<file path="src/rtl/sr_latch_write_arbiter.sv">
// sr_latch_write_arbiter: round-robin write sequencer for a bank of gated SR latches.
// Each grant drives set/reset, then a single enable pulse, then a hold, all from registers.
module sr_latch_write_arbiter #(
    parameter int NUM_REQ      = 4,
    parameter int NUM_LATCH    = 8,
    parameter int IDX_W        = 4,
    parameter int SETUP_CYCLES = 1,
    parameter int PULSE_CYCLES = 2,
    parameter int HOLD_CYCLES  = 1
) (
    input  logic                     clock,
    input  logic                     notreset,
    input  logic [NUM_REQ-1:0]       req,
    input  logic [NUM_REQ-1:0]       reqOp,
    input  logic [NUM_REQ*IDX_W-1:0] reqIndex,
    output logic [NUM_REQ-1:0]       ack,
    output logic                     ackError,
    output logic [NUM_LATCH-1:0]     latchEnable,
    output logic                     latchSet,
    output logic                     latchReset,
    output logic                     busy
);
    localparam int RW   = $clog2(NUM_REQ);
    localparam int MSP  = (SETUP_CYCLES > PULSE_CYCLES) ? SETUP_CYCLES : PULSE_CYCLES;
    localparam int MAXC = (MSP > HOLD_CYCLES) ? MSP : HOLD_CYCLES;
    localparam int CW   = $clog2(MAXC + 1);

    typedef enum logic [1:0] {IDLE, SETUP, PULSE, HOLD} state_t;

    state_t           r_state, w_state;
    logic [CW-1:0]    r_cnt, w_cnt;
    logic [RW-1:0]    r_last, r_id, w_id, w_win, w_cand;
    logic             r_op, w_op, w_found, w_grant, w_valid, w_done;
    logic [IDX_W-1:0] r_idx, w_idx;
    logic [IDX_W-1:0] w_ri [NUM_REQ];

    for (genvar g = 0; g < NUM_REQ; g++) begin : g_unpack
        assign w_ri[g] = reqIndex[g*IDX_W +: IDX_W];
    end

    // Scan from lastGrant+1 upward, wrapping, and keep the first requester found.
    always_comb begin
        w_found = 1'b0;
        w_win   = r_last;
        w_cand  = r_last;
        for (int i = 1; i <= NUM_REQ; i++) begin
            w_cand = RW'((int'(r_last) + i) % NUM_REQ);
            if (!w_found && req[w_cand]) begin
                w_found = 1'b1;
                w_win   = w_cand;
            end
        end
    end

    // IDLE is entered with the counter at 1, giving one rest cycle before the next sample.
    assign w_grant = r_state == IDLE && r_cnt == '0 && w_found;

    always_comb begin
        w_state = r_state;
        w_cnt   = (r_cnt != '0) ? r_cnt - 1'b1 : '0;
        case (r_state)
            IDLE:    if (w_grant) begin w_state = SETUP; w_cnt = CW'(SETUP_CYCLES - 1); end
            SETUP:   if (r_cnt == '0) begin w_state = PULSE; w_cnt = CW'(PULSE_CYCLES - 1); end
            PULSE:   if (r_cnt == '0) begin w_state = HOLD; w_cnt = CW'(HOLD_CYCLES - 1); end
            default: if (r_cnt == '0) begin w_state = IDLE; w_cnt = CW'(1); end
        endcase
    end

    assign w_id    = w_grant ? w_win : r_id;
    assign w_op    = w_grant ? reqOp[w_win] : r_op;
    assign w_idx   = w_grant ? w_ri[w_win] : r_idx;
    assign w_valid = int'(w_idx) < NUM_LATCH;
    assign w_done  = w_state == HOLD && w_cnt == '0;

    // Outputs are registered from the next state so they line up with the state itself.
    always_ff @(posedge clock or negedge notreset) begin
        if (!notreset) begin
            r_state     <= IDLE;
            r_cnt       <= '0;
            r_last      <= RW'(NUM_REQ - 1);
            r_id        <= '0;
            r_op        <= 1'b0;
            r_idx       <= '0;
            ack         <= '0;
            ackError    <= 1'b0;
            latchEnable <= '0;
            latchSet    <= 1'b0;
            latchReset  <= 1'b0;
            busy        <= 1'b0;
        end else begin
            r_state     <= w_state;
            r_cnt       <= w_cnt;
            r_id        <= w_id;
            r_op        <= w_op;
            r_idx       <= w_idx;
            if (w_grant) r_last <= w_win;
            busy        <= w_state != IDLE;
            latchSet    <= w_state != IDLE && w_op;
            latchReset  <= w_state != IDLE && !w_op;
            latchEnable <= (w_state == PULSE && w_valid) ? NUM_LATCH'(1) << w_idx : '0;
            ack         <= w_done ? NUM_REQ'(1) << w_id : '0;
            ackError    <= w_done && !w_valid;
        end
    end
endmodule

</file>
<file path="config.mk">
export PLATFORM = sky130hd
export DESIGN_NAME = sr_latch_write_arbiter
export DESIGN_NICKNAME = d
export VERILOG_FILES = /design/src/rtl/sr_latch_write_arbiter.sv
export SDC_FILE = /design/constraint.sdc
export NUM_CORES = 1
export LEC_CHECK = 0
export BUFFER_PORTS_ARGS = -buffer_cell sky130_fd_sc_hd__buf_2
export CORE_UTILIZATION = 50
export DETAILED_ROUTE_END_ITERATION = 8
export PLACE_DENSITY = 0.82
export SETUP_SLACK_MARGIN = 0.2
export SLEW_MARGIN = 20
export SYNTH_ARGS = -nofsm -noshare
export SYNTH_HDL_FRONTEND = slang
export SYNTH_SLANG_ARGS = --single-unit
</file>
<file path="constraint.sdc">
create_clock -name clock -period 2.6 [get_ports clock]
set_input_delay 0 -clock clock [delete_from_list [all_inputs] [get_ports clock]]
set_output_delay 0 -clock clock [all_outputs]
set_load 0.01 [all_outputs]
</file>
==> reports/qor_table.md <==
| Group | Item | Reported |
| --- | --- | --- |
| yosys | Share of the synthesized area in the top cell type | 50.09% |
| sta | Aggregate negative setup slack | 0 ns |
| floorplan | Initial Utilization | 53.47% |
| sta | Fin crit share | 81.37% |
| sta | Clk_skew | 0.01154 ns |
| grt | All-Layer GR Usage | 23.32% |
| sta | Tightest hold margin | 0.008776 ns |
| clock tree | Source-to-sink clock delay at the later pin of the worst-skew pair | 0.33 ns |
| sta | Final min period | 2.116 ns |
| layout | Multi-input gate area | 578.1 um2 |
| hold path | Number of cells on the worst hold path | 3 |
| yosys | Netlist area before placement | 1349 um2 |
| grt | Antenna violations before repair | 0 |
| layout | Non-filler cells, final | 207 |
| placement | Final GP Congestion | 0.7845 |
| floorplan | Die footprint | 2910 um2 |
| yosys | Number of synthesized flops with an enable pin | 0 |
| floorplan | Placeable core region | 2522 um2 |
| drt | Detailed-route DRC error count | 0 |
| placement | Area after DPL | 1575 um2 |
| layout | Total number of nets in the final design | 202 |
| placement | Detailed placer's ending HPWL | 2062 um |
| clock tree | Post-CTS clock slew at the launch and capture registers of the worst setup and hold paths | 0.09 ns |
| clock tree | Depth of the CTS H-tree | 2 |
| grt | Global-route wire length before repair | 4471 um |
| sta | Unrepaired setup endpoints after global routing | false |
| drt | DRT iter0 DRCs | 20 |
| layout | Sequential cell area | 728.2 um2 |
| yosys | Cells taking the most area after synthesis | dfrtp_1 (50%), mux2i_1 (8.2%), nor2_1 (5.3%) |
| drt | Detail-routed via count per cell | 5.266 |
| layout | Total of fill cells in the finished design | 205 |
| worst setup path | Nature of the critical path startpoint | flop |
| run | Max-capacitance violation count | 0 |
| floorplan | Chip height | 53.94 um |
| yosys | Most frequently used flop master after synthesis | dfrtp_1 |
| sta | Max Clk Rate | 472.7 MHz |
| worst setup path | Critical Setup Path Class | reg -> reg |
| worst setup path | Data arrival time of the critical path | 2.33 ns |
| layout | Post-layout instance area | 1700 um2 |
| sta | Pin slew with the least headroom to its limit | 0.7307 ns |
| sta | Total of endpoints with negative setup slack in the final report | 0 |
| placement | Buffers on Ports | 41 |
| power | Power density over the cells | 1147 nW/um2 |
| yosys | Share of async-settable or async-resettable flops after synthesis | 100.0% |
| grt | Sum of overflow across all layers after global routing | 0 |
| floorplan | Width of the die | 53.94 um |
| worst setup path | End of the worst register-to-register path | ackError$_DFF_PN0_ |
| worst setup path | FF-to-FF setup slack | 0.48 ns |
| sta | Final count of hold timing violations | 0 |
| worst setup path | Depth of the most critical reg-to-reg path | 6 |
| hold path | Worst hold start | reqIndex[2] |
| clock tree | Total CTS buffers | 5 |
| yosys | Cell taking the most area after synthesis | dfrtp_1 |
| layout | Growth of design area from synthesis to finish | 26.07% |
| clock tree | Clock tree root buffer cell | clkbuf_4 |
| sta | Normalized max-slew margin | 50.84% |
| layout | Proportion of layout cells with a drive suffix above 1 | 32.20% |
| power | Peak ir drop on the vdd network | 860.0 uV |
| clock tree | TritonCTS Sinks | 29 |
| hold path | Hold-critical path endpoint | r_idx[2]$_DFF_PN0_ |
| drt | Total routed wirelength | 2815 um |
| worst setup path | CP max FO | 10 |
| floorplan | IO Count | 42 |
| yosys | Part of the Yosys area used for sequential elements | 53.99% |
| placement | Dpl cells | 195 |
| worst setup path | Crit path capture type | flop |
| clock tree | Total setup buffers inserted after CTS | 0 |
| yosys | Synth Net Count | 153 |
| sta | Minimum setup slack in the final design | 0.4843 ns |
| drt | Routed via count | 1090 |
| grt | Vias in the first global route | 981 |
| power | Leakage component of the power | 0.8509 nW |
| floorplan | Floorplan row count | 18 |
| yosys | #FFs+latches synth | 29 |
| yosys | Mean post-synth cell area | 10.62 um2 |
| clock tree | CTS tree | done |
| grt | Maximum number of pins on one net before global-route repair | 30 |
| drt | Number of antenna-violating nets in the routed design | 0 |
| yosys | Synth Warn # | 0 |
| drt | Wire length per cell | 13.60 um |
| layout | ANT cells | 0 |
| worst setup path | Required time worst endpoint | 2.82 ns |
| sta | Number of pins with negative max-slew slack in the final report | 0 |
| clock tree | Maximum number of buffers from clock root to sink | 2 |
| yosys | Number of instances in the synthesized netlist | 127 |
| status | Outcome | finished clean |
| placement | Pre-CTS setup slack | 0.5062 ns |
| yosys | Number of distinct library cell variants in the gate-level netlist after synthesis | 35 |
| hold path | Path category of the worst min-delay check | in -> reg |
| drt | Pre-Repair DR Iteration Count | 4 |
| worst setup path | R2R Path Start | r_last[1]$_DFFE_PN1N_ |
==> cell usage in the layout (no fill, tap or decap), types with 2 or more instances in the layout <==
cell type,n
dfstp_2,2
and2_1,4
mux2i_1,11
dfrtp_1,27
or2_1,3
o221ai_1,3
buf_2,41
clkbuf_4,5
dlygate4sd3_1,4
inv_1,5
nor3_1,2
a32oi_1,4
nand2b_1,3
nand2_1,13
o21ai_0,5
xnor2_1,2
nand3_1,2
nor2_1,19
o221ai_2,2
==> cells by family (layout without fill, tap and decap cells) <==
family                    count (synthesis)  count (layout)  share of synthesized area (%)
buffers and inverters                     9              59                          3.154
and+or+nand+nor                          55              55                          19.95
AOI/OAI and AO/OA                        21              21                          13.45
xor gates and xnor gates                  2               2                          1.299
DFF                                      29              29                          53.99
muxes                                    11              11                          8.164
==> worst max-delay path: stages, from the launching register on <==
cell      delay, ns
dfstp_2        0.62
or2_1          0.15
a21oi_2        0.07
a211oi_4       0.55
mux2i_1        0.30
o221ai_2       0.14
and2b_1        0.17
==> stage by stage <==
| stage | power, mW | util [%] |
|---|---|---|
| detailed placement | 1.567 | 62.45 |
| CTS | 1.957 | 67.41 |
| global placement | 1.527 | 62.45 |
| finish | 1.950 | 67.41 |
| floorplan | 1.361 | - |
| global route | 2.107 | 67.41 |
==> sequential cells by signal (all words and copies together) (netlist names), 2 cells and up <==
signal,flops
r_cnt,2
r_state,2
r_idx,4
latchEnable,8
ack,4
r_last,2
r_id,2
==> final cells by class <==
| class | count | share of cell area [%] |
|---|---|---|
| timing repair buffer | 46 | 14.86 |
| clock buffer | 7 | 3.238 |
| sequential | 29 | 42.83 |
| clock inverter | 1 | 1.766 |
| inverter | 5 | 1.104 |
| tap | 30 | 2.208 |
| multi-input combinational | 89 | 34.00 |
==> worst max-delay path by stage <==
stage                          start                 end  cells past startpoint
2_1_floorplan  r_last[1]$_DFFE_PN1N_  ackError$_DFF_PN0_                      7
3_3_place_gp   r_last[1]$_DFFE_PN1N_  latchSet$_DFF_PN0_                      6
3_5_place_dp   r_last[1]$_DFFE_PN1N_  latchSet$_DFF_PN0_                      6
4_1_cts        r_last[1]$_DFFE_PN1N_  latchSet$_DFF_PN0_                      6
5_1_grt        r_last[0]$_DFFE_PN1N_  latchSet$_DFF_PN0_                      6
6_report       r_last[1]$_DFFE_PN1N_  ackError$_DFF_PN0_                      6
==> cell usage after synthesis (2+ instances only) <==
cell type,instances
a32oi_1,4
and2_1,4
clkbuf_1,2
dfrtp_1,27
dfstp_2,2
inv_1,5
mux2i_1,11
nand2_1,13
nand2b_1,3
nand3_1,2
nor2_1,19
nor3_1,2
o21ai_0,5
o221ai_1,3
o221ai_2,2
or2_1,3
xnor2_1,2
==> repair_timing <==
item,4_1_cts,5_1_grt
endpoints found under the hold margin,28,0
gates resized for setup,0,0
hold buffers,4,0
==> routing by layer <==
layer	track usage (%)	vias up	share of wire, %
met1	27.09	503	42
li1	-	543	-
met5	0	-	0
met2	35.60	34	49
met3	6.780	10	5.0
met4	18.42	0	3.7
==> power breakdown <==
part | switching (mW) | leakage, nW | internal (mW)
sequential | 0.136 | 0.369 | 0.622
clock | 0.153 | 0.0455 | 0.229
combinational | 0.446 | 0.436 | 0.363
total | 0.736 | 0.851 | 1.21
Note: power is estimated with default switching activity, not from simulation.
